`src/rtl/aes_pkg.sv`:
```
// Definitions shared by the AES engine and its input/output stages.
// Holds the block geometry, byte-ordering helper and command encodings.
package aes_pkg;

   localparam int AES_NBYTES  = 16;
   localparam int AES_BLOCK_W = 128;

   typedef enum logic [1:0] {
      C_ID = 2'b00,
      C_SP = 2'b01,
      C_SK = 2'b10,
      C_ST = 2'b11
   } aes_cmd_e;

   // Byte 0 is the most significant byte of the block.
   function automatic logic [7:0] aes_byte(input logic [AES_BLOCK_W-1:0] block,
                                           input int unsigned i);
      return block[AES_BLOCK_W-1-8*i -: 8];
   endfunction

endpackage

```
`src/rtl/aes_output_interface.sv`:
```
// Byte-serial ciphertext output stage: captures a block from the core, hands it
// out one byte per rd, then zeroizes and pulses read_done for one cycle.
module aes_output_interface
   import aes_pkg::*;
#(
   parameter int NBYTES = AES_NBYTES,
   parameter int DW     = 8
) (
   input  logic                      clk,
   input  logic                      rst_,
   input  logic [NBYTES*DW-1:0]      ct_in,
   input  logic                      ct_valid,
   output logic                      ct_accept,
   input  logic                      rd,
   input  logic                      clr,
   output logic [DW-1:0]             dout,
   output logic [$clog2(NBYTES)-1:0] byte_idx,
   output logic                      data_ok,
   output logic                      read_done,
   output logic                      overrun
);

   localparam int BW = NBYTES * DW;
   localparam int IW = $clog2(NBYTES);
   localparam logic [IW-1:0] LAST_IDX = IW'(NBYTES - 1);

   typedef enum logic [1:0] {
      S_IDLE,
      S_SEND,
      S_DONE
   } state_e;

   state_e          state_reg,   state_next;
   logic [BW-1:0]   buffer_reg,  buffer_next;
   logic [IW-1:0]   idx_reg,     idx_next;
   logic [DW-1:0]   dout_reg,    dout_next;
   logic            overrun_reg, overrun_next;

   logic [DW-1:0]   block_bytes [NBYTES];
   logic [IW-1:0]   idx_inc;

   genvar gi;
   generate
      for (gi = 0; gi < NBYTES; gi++) begin : g_bytes
         assign block_bytes[gi] = buffer_reg[BW-1-gi*DW -: DW];
      end
   endgenerate

   assign idx_inc = idx_reg + 1'b1;

   always_comb begin
      state_next   = state_reg;
      buffer_next  = buffer_reg;
      idx_next     = idx_reg;
      dout_next    = dout_reg;
      overrun_next = overrun_reg;

      case (state_reg)
         S_IDLE: begin
            if (ct_valid) begin
               buffer_next = ct_in;
               dout_next   = ct_in[BW-1 -: DW];
               idx_next    = '0;
               state_next  = S_SEND;
            end
         end
         S_SEND: begin
            if (ct_valid) overrun_next = 1'b1;
            if (rd) begin
               if (idx_reg == LAST_IDX) begin
                  // Zeroize on the way into DONE so the pulse cycle already shows a clean bus.
                  state_next  = S_DONE;
                  buffer_next = '0;
                  dout_next   = '0;
                  idx_next    = '0;
               end else begin
                  idx_next  = idx_inc;
                  dout_next = block_bytes[idx_inc];
               end
            end
         end
         S_DONE: begin
            if (ct_valid) overrun_next = 1'b1;
            state_next = S_IDLE;
         end
         default: state_next = S_IDLE;
      endcase

      if (clr) begin
         state_next   = S_IDLE;
         buffer_next  = '0;
         dout_next    = '0;
         idx_next     = '0;
         overrun_next = 1'b0;
      end
   end

   always_ff @(posedge clk or negedge rst_) begin
      if (!rst_) begin
         state_reg   <= S_IDLE;
         buffer_reg  <= '0;
         idx_reg     <= '0;
         dout_reg    <= '0;
         overrun_reg <= 1'b0;
      end else begin
         state_reg   <= state_next;
         buffer_reg  <= buffer_next;
         idx_reg     <= idx_next;
         dout_reg    <= dout_next;
         overrun_reg <= overrun_next;
      end
   end

   assign ct_accept = (state_reg == S_IDLE);
   assign data_ok   = (state_reg == S_SEND);
   assign read_done = (state_reg == S_DONE);
   assign dout      = dout_reg;
   assign byte_idx  = idx_reg;
   assign overrun   = overrun_reg;

endmodule

```
`config.mk`:
```
export PLATFORM = sky130hd
export DESIGN_NAME = aes_output_interface
export DESIGN_NICKNAME = d
export VERILOG_FILES = /design/src/rtl/aes_pkg.sv /design/src/rtl/aes_output_interface.sv
export SDC_FILE = /design/constraint.sdc
export NUM_CORES = 1
export LEC_CHECK = 0
export CAP_MARGIN = 40
export CORE_ASPECT_RATIO = 1.5
export CORE_MARGIN = 2
export CORE_UTILIZATION = 45
export DETAILED_ROUTE_END_ITERATION = 16
export GPL_ROUTABILITY_DRIVEN = 0
export PLACE_DENSITY = 0.75
export SYNTH_ARGS = -nofsm -noshare
export SYNTH_HDL_FRONTEND = slang
export SYNTH_SLANG_ARGS = --single-unit
export TNS_END_PERCENT = 5
```
`constraint.sdc`:
```
create_clock -name clk -period 2.1 [get_ports clk]
set_clock_uncertainty 0.05 [all_clocks]
set_input_delay 0.315 -clock clk [delete_from_list [all_inputs] [get_ports clk]]
set_output_delay 0.315 -clock clk [all_outputs]
set_load 0.01 [all_outputs]
```
* Yosys cells after proc, flatten, opt, wreduce, memory -nomap -nowiden
Index checks and enable logic that the tools add are counted.
Storage, ports and cells: register bits 143, bits in latches 0, bits in writable memories 0, ROM bits 0, bits of input ports 133, output and inout port bits 16, memories kept 0
Operators by class: add/sub/neg operators 1, multiply operators 0, div/mod/pow operators 0, magnitude comparators 1, equal/unequal tests 6, shift operators 0, multiplexer cells 26, bitwise gates (word level) 1, reductions and logical operators 9
Operators with widths (count):
- $mux 128 | 4
- $pmux 128 s2 | 1
- $mux 8 | 6
- $bmux 8 s4 | 1
- $mux 4 | 4
- $pmux 8 s2 | 1
- $mux 2 | 4
- $pmux 4 s2 | 1
- $ne 3x2->1 const B | 2
- $reduce_and 3->1 | 2
- $ge 5x5->1 const B | 1
- $not 4->5 | 1
- $add 4x1->4 const B | 1
- $eq 4x4->1 const B | 1
- $pmux 2 s2 | 1
- $reduce_and 4->1 | 1
- $reduce_bool 2->1 | 2
- $mux 1 | 3
- $ne 3x3->1 const B | 1
- $reduce_bool 3->1 | 1
- $eq 2x1->1 const B | 1
- $eq 2x2->1 const B | 1
- $logic_not 2->1 | 1
- $reduce_and 2->1 | 1
- $reduce_or 2->1 | 1

* Logic depth before layout (Yosys ltp)
Gate-level depths: netlist of run 1.
depth after elaboration 9, gate-level depth with buffers 10, mapped depth without buffers 7

* Worst setup path before layout of run 1
Ideal clock, no wire load.
path kind reg-to-reg, start point reg idx_reg[0], in the netlist byte_idx[0], end point reg dout_reg[3], in the netlist dout[3], library setup time 0.129 ns, arrival 2.021 ns, setup slack -0.100 ns, cell stages (with the launch flop) 7, path buffers 0, cell sequence dfrtp_1 ha_1 xor2_1 mux4_2 mux2i_1 nor2_1 a2111o_1
On the way: longest elaborated chain between the ends 9, elaborated cells between the ends (all ways) 10, classes of those cells add/sub (1); eq/ne (1); mux (7); bitwise (1)
Ends and longest elaborated chain:
- start, declared | RTL line aes_output_interface.sv:35 | logic [IW-1:0] idx_reg, idx_next;
- start signal, assigned | RTL line aes_output_interface.sv:108 | idx_reg <= idx_next;
- $add 4x1->4 | RTL line aes_output_interface.sv:49 | assign idx_inc = idx_reg + 1'b1;
- $not 4->5 (not written as such) | RTL line aes_output_interface.sv:78 | dout_next = block_bytes[idx_inc];
- $bmux 8 s4 | RTL line aes_output_interface.sv:78
- $mux 8 (not written as such) (2 in a row) | RTL line aes_output_interface.sv:78
- $mux 8 * | RTL line aes_output_interface.sv:70 | if (idx_reg == LAST_IDX) begin
- $mux 8 * | RTL line aes_output_interface.sv:69 | if (rd) begin
- $pmux 8 s2 * | RTL line aes_output_interface.sv:58 | case (state_reg)
- $mux 8 * | RTL line aes_output_interface.sv:89 | if (clr) begin
- end signal, assigned | RTL line aes_output_interface.sv:109 | dout_reg <= dout_next;
- end, declared | RTL line aes_output_interface.sv:36 | logic [DW-1:0] dout_reg, dout_next;
Every way passes the cells marked *; elsewhere a longest branch is shown, timed or not. The select of a mux whose other input is x is not followed. A chain may end at the register's enable or synchronous reset.

* Worst setup path after layout of run 1
start point reg idx_reg[0], in the netlist byte_idx[0], end point reg dout_reg[7], in the netlist dout[7]
Same word-level chain as after synthesis.

==> impl_summary.md, run 1 <==
Power and ir drop
The internal portion of total power is 8.21 mW. The proportion of total power due to net switching is 0.330. The share of total power dissipated in combinational logic is 0.357.

Of the total power, the clock network draws 0.288. In this run the static leakage power is 4.82 nW. Of the total power, registers draw 0.355. For this design the total switching power over the nets is 4.05 mW.

The total power divided by cell area is 1260 nW/um^2. VDD sags by at most 573 uV.

Routing
The first routing iteration left 397 violations. The antenna violation net count after detailed routing is 0. For this run, the detailed router's first-pass iteration total came to 5. The routed length on met1 is 7.41 mm. The wire length reported by the detailed router is 19.7 mm. The routed layout has 5890 vias.

In this run the top signal layer used is met4. The routed length on met3 is 1.01 mm. For this run, design rule violations remaining after detail routing come to 0. The average detailed-routed wire length per instance is 18.2 um. The met2 layer wire length in the routed design is 10.6 mm. The mean number of vias per cell is 5.44.

Logic synthesis
The number of different library cells used by synthesis comes to 32. Dividing the synthesized area by the synthesized cell count gives 9.78 um^2. The number of cells produced by synthesis is 700. The share of the Yosys chip area taken by registers is 0.522.

In this run the cell area of the synthesized design comes to 6850 um^2. During synthesis, Yosys emitted a total of 0 warnings. Counting flops and latches in the post-synthesis netlist gives 143.

Synthesis produced a netlist with a net count of 838.

Global route
The total congestion overflow after global routing is 0. The number of antenna violations at the first check in global routing was 0. For this run, the total global-route usage over all layers was measured as 0.247. The global-route wire length before repair is 30.8 mm.

The pin count of the biggest net entering global routing is 67. The via count of the first global-routing pass is 5984.

Timing
Setup violations remaining at the end of the flow were counted as 0. In this run the tightest slew margin relative to its limit is 0.738. The final-report max-slew violation count is 0. For the pin with the worst max-slew slack, the measured transition is 0.392 ns. The maximum operating frequency is 483 MHz.

The final period demand of the worst path is 2.07 ns. Setup repair after global routing could not meet its margin everywhere. Hold is met by 0.325 ns. The period utilization is 0.985.

The hold violation count in the final report is 0.

Setup path
The startpoint type of the worst setup path is a flip-flop. The most numerous cell on the critical path is buf_4. Broken down by cell family, the worst path's largest delay share belongs to buffers and inverters. Along the worst path, the maximum fanout reaches 9. The setup path with the least slack is of type flip-flop to flip-flop.

The number of buffers and inverters on the critical path is 3. The required time at the endpoint of the critical path is 2.42 ns. The arrival time of the worst setup path is 2.38 ns. The signal on the critical path passes through ha_4, buf_4, a311oi_1, buf_4, buf_4, nand3_1, a21oi_1, or3_1. The delay of the slowest cell on the worst path is 0.45 ns. The kind of capture point of the worst setup path is a flip-flop. The slowest stage of the critical path is the dfrtp_2 cell.

Floorplan
From left edge to right edge, the die measures 105 um. The area enclosed by the die boundary is 16200 um^2. During I/O placement, the number of pins put on the boundary was 149. The floorplan step set the die height to 155 um. After floorplanning, the core was divided into 55 placement rows. The effective utilization at floorplan is 0.457. The area of the core is 15000 um^2.

Final layout
In the layout the commonest cells are 262 x nand2_1, 144 x clkdlybuf4s50_1, 141 x dfrtp_1. The final layout contains 1008 nets. Compared with the post-synthesis result, the final layout area differs by 41.9%. In the final layout, the share of cells above drive strength 1 is 0.125.

The number of antenna diodes in the final layout is 0. The most common cell after layout, fill and taps aside is nand2_1. The finished layout holds 1082 standard cells, fillers aside. The register with the most flip-flops in the layout has 128 of them.

Placement
The HPWL after detailed placement is 13.9 mm. The count of input and output buffers is 148. Counting tap cells, the placed design contains a total of 1043 instances.

Clock network
In this run, CTS created clock tree buffers numbering 17. The number of clock sinks is 143. The later pin in the worst-skew pair is clocked with a latency of 0.43 ns. The clock passes through at most 2 buffers. The clock root buffer is clkbuf_16. Clock-pin slew was measured on the worst setup and hold paths at 0.06 ns.

The H-tree was split into 4 levels. The CTS tree is yes.

Job
Across the run, the number of max-cap violations was 0.

Outcome
The run finished with clean final reports.

Worst hold path
In this run the worst hold path is classified as input pin to asynchronous set/reset pin.
-- metrics by stage --
stage	area (um^2)	TNS (ns)	total power, mW	worst slack [ns]	util
after floorplan	6860	0	6.63	0.00960	-
after global placement	8930	-0.00568	8.42	-0.00301	0.595
after detailed placement	8930	-0.0425	8.53	-0.0228	0.595
after CTS	9640	0	12.1	0.00301	0.643
after global routing	9720	-0.0423	12.9	-0.0225	0.648
final	9720	0	12.3	0.0307	0.648
-- cells in the mapped netlist (all sizes together) --
| cell | number | share of area |
|---|---|---|
| a2111o | 5 | 0.0082 |
| a21o | 5 | 0.0055 |
| a21oi | 9 | 0.0066 |
| a22o | 6 | 0.0077 |
| a22oi | 2 | 0.0022 |
| a311oi | 1 | 0.0013 |
| a31oi | 1 | 0.00091 |
| and3 | 7 | 0.0064 |
| buf | 31 | 0.023 |
| clkbuf | 22 | 0.012 |
| dfrtp | 143 | 0.52 |
| ha | 5 | 0.0091 |
| inv | 3 | 0.0016 |
| mux2i | 9 | 0.013 |
| mux4 | 32 | 0.12 |
| nand2 | 262 | 0.14 |
| nand2b | 3 | 0.0027 |
| nand3 | 126 | 0.092 |
| nand3b | 1 | 0.0011 |
| nor2 | 13 | 0.0075 |
| nor2b | 1 | 0.00091 |
| nor3b | 1 | 0.0011 |
| o21ai | 5 | 0.0037 |
| or2 | 1 | 0.00091 |
| or3 | 3 | 0.0027 |
| xnor2 | 1 | 0.0013 |
| xor2 | 2 | 0.0053 |
-- logic make-up after synthesis --
| group | Yosys count | share of synthesized area |
|---|---|---|
| adder cells (fa/ha/maj) | 5 | 0.00913 |
| multiplexers | 41 | 0.130 |
| buffers and inverters | 56 | 0.0369 |
| AND/OR/NAND/NOR | 418 | 0.259 |
| XOR/XNOR | 3 | 0.00658 |
| AO/OA/AOI/OAI | 34 | 0.0360 |
| flip-flops | 143 | 0.522 |
-- cell type report --
cell class	instances	area (um^2)
Multi-Input combinational cell	502	3050
Sequential cell	143	3580
Clock inverter	13	259
Inverter	3	11.3
Timing Repair Buffer	203	2140
Fill cell	1202	5280
Clock buffer	19	433
Tap cell	199	249
-- layer usage --
metal | vias up | global-route usage
met1 | 2895 | 0.289
met5 | - | 0
met2 | 213 | 0.442
met4 | 0 | 0.107
met3 | 40 | 0.0482
li1 | 2742 | -
-- power groups by stage --
| stage | registers [mW] | clock network [mW] | logic [mW] |
|---|---|---|---|
| 4_1_cts | 4.33 | 3.56 | 4.24 |
| 5_1_grt | 4.46 | 3.69 | 4.74 |
| 2_1_floorplan | 4.13 | 0 | 2.50 |
| 3_5_place_dp | 4.34 | 0 | 4.19 |
| 3_3_place_gp | 4.32 | 0 | 4.09 |
| 6_report | 4.35 | 3.53 | 4.38 |
-- final timing paths --
check                                      from              end  slack, ns  cells after the start
worst max-delay path                byte_idx[0]          dout[7]       0.03                      8
worst min-delay path                       rst_  block_bytes[20]       0.32                      2
worst max register to register      byte_idx[0]          dout[7]       0.03                      8
worst min register to register  block_bytes[91]  block_bytes[91]       0.41                      2
max in group asynchronous                  rst_  block_bytes[89]       0.96                      3
min in group clk                      ct_in[44]  block_bytes[44]       0.38                      3
-- repair_timing --
action                                 in CTS  in global routing
setup endpoints to repair                   5                114
cloned                                      0                  2
setup buffers                               0                  4
hold buffers                                1                  0
endpoints found under the hold margin      37                  0
gates resized for setup                     4                 10
pin swaps                                   0                  3
Note: power is estimated with default switching activity, not from simulation.
==> run 2: changes to the inputs <==
--- a/config.mk
+++ b/config.mk
@@ -12,6 +12,7 @@
 export DETAILED_ROUTE_END_ITERATION = 16
 export GPL_ROUTABILITY_DRIVEN = 0
 export PLACE_DENSITY = 0.75
+export SLEW_MARGIN = 25
 export SYNTH_ARGS = -nofsm -noshare
 export SYNTH_HDL_FRONTEND = slang
 export SYNTH_SLANG_ARGS = --single-unit
==> results of run 2 <==
Same layout as run 1: the final DEF is identical, and so are final timing and power.
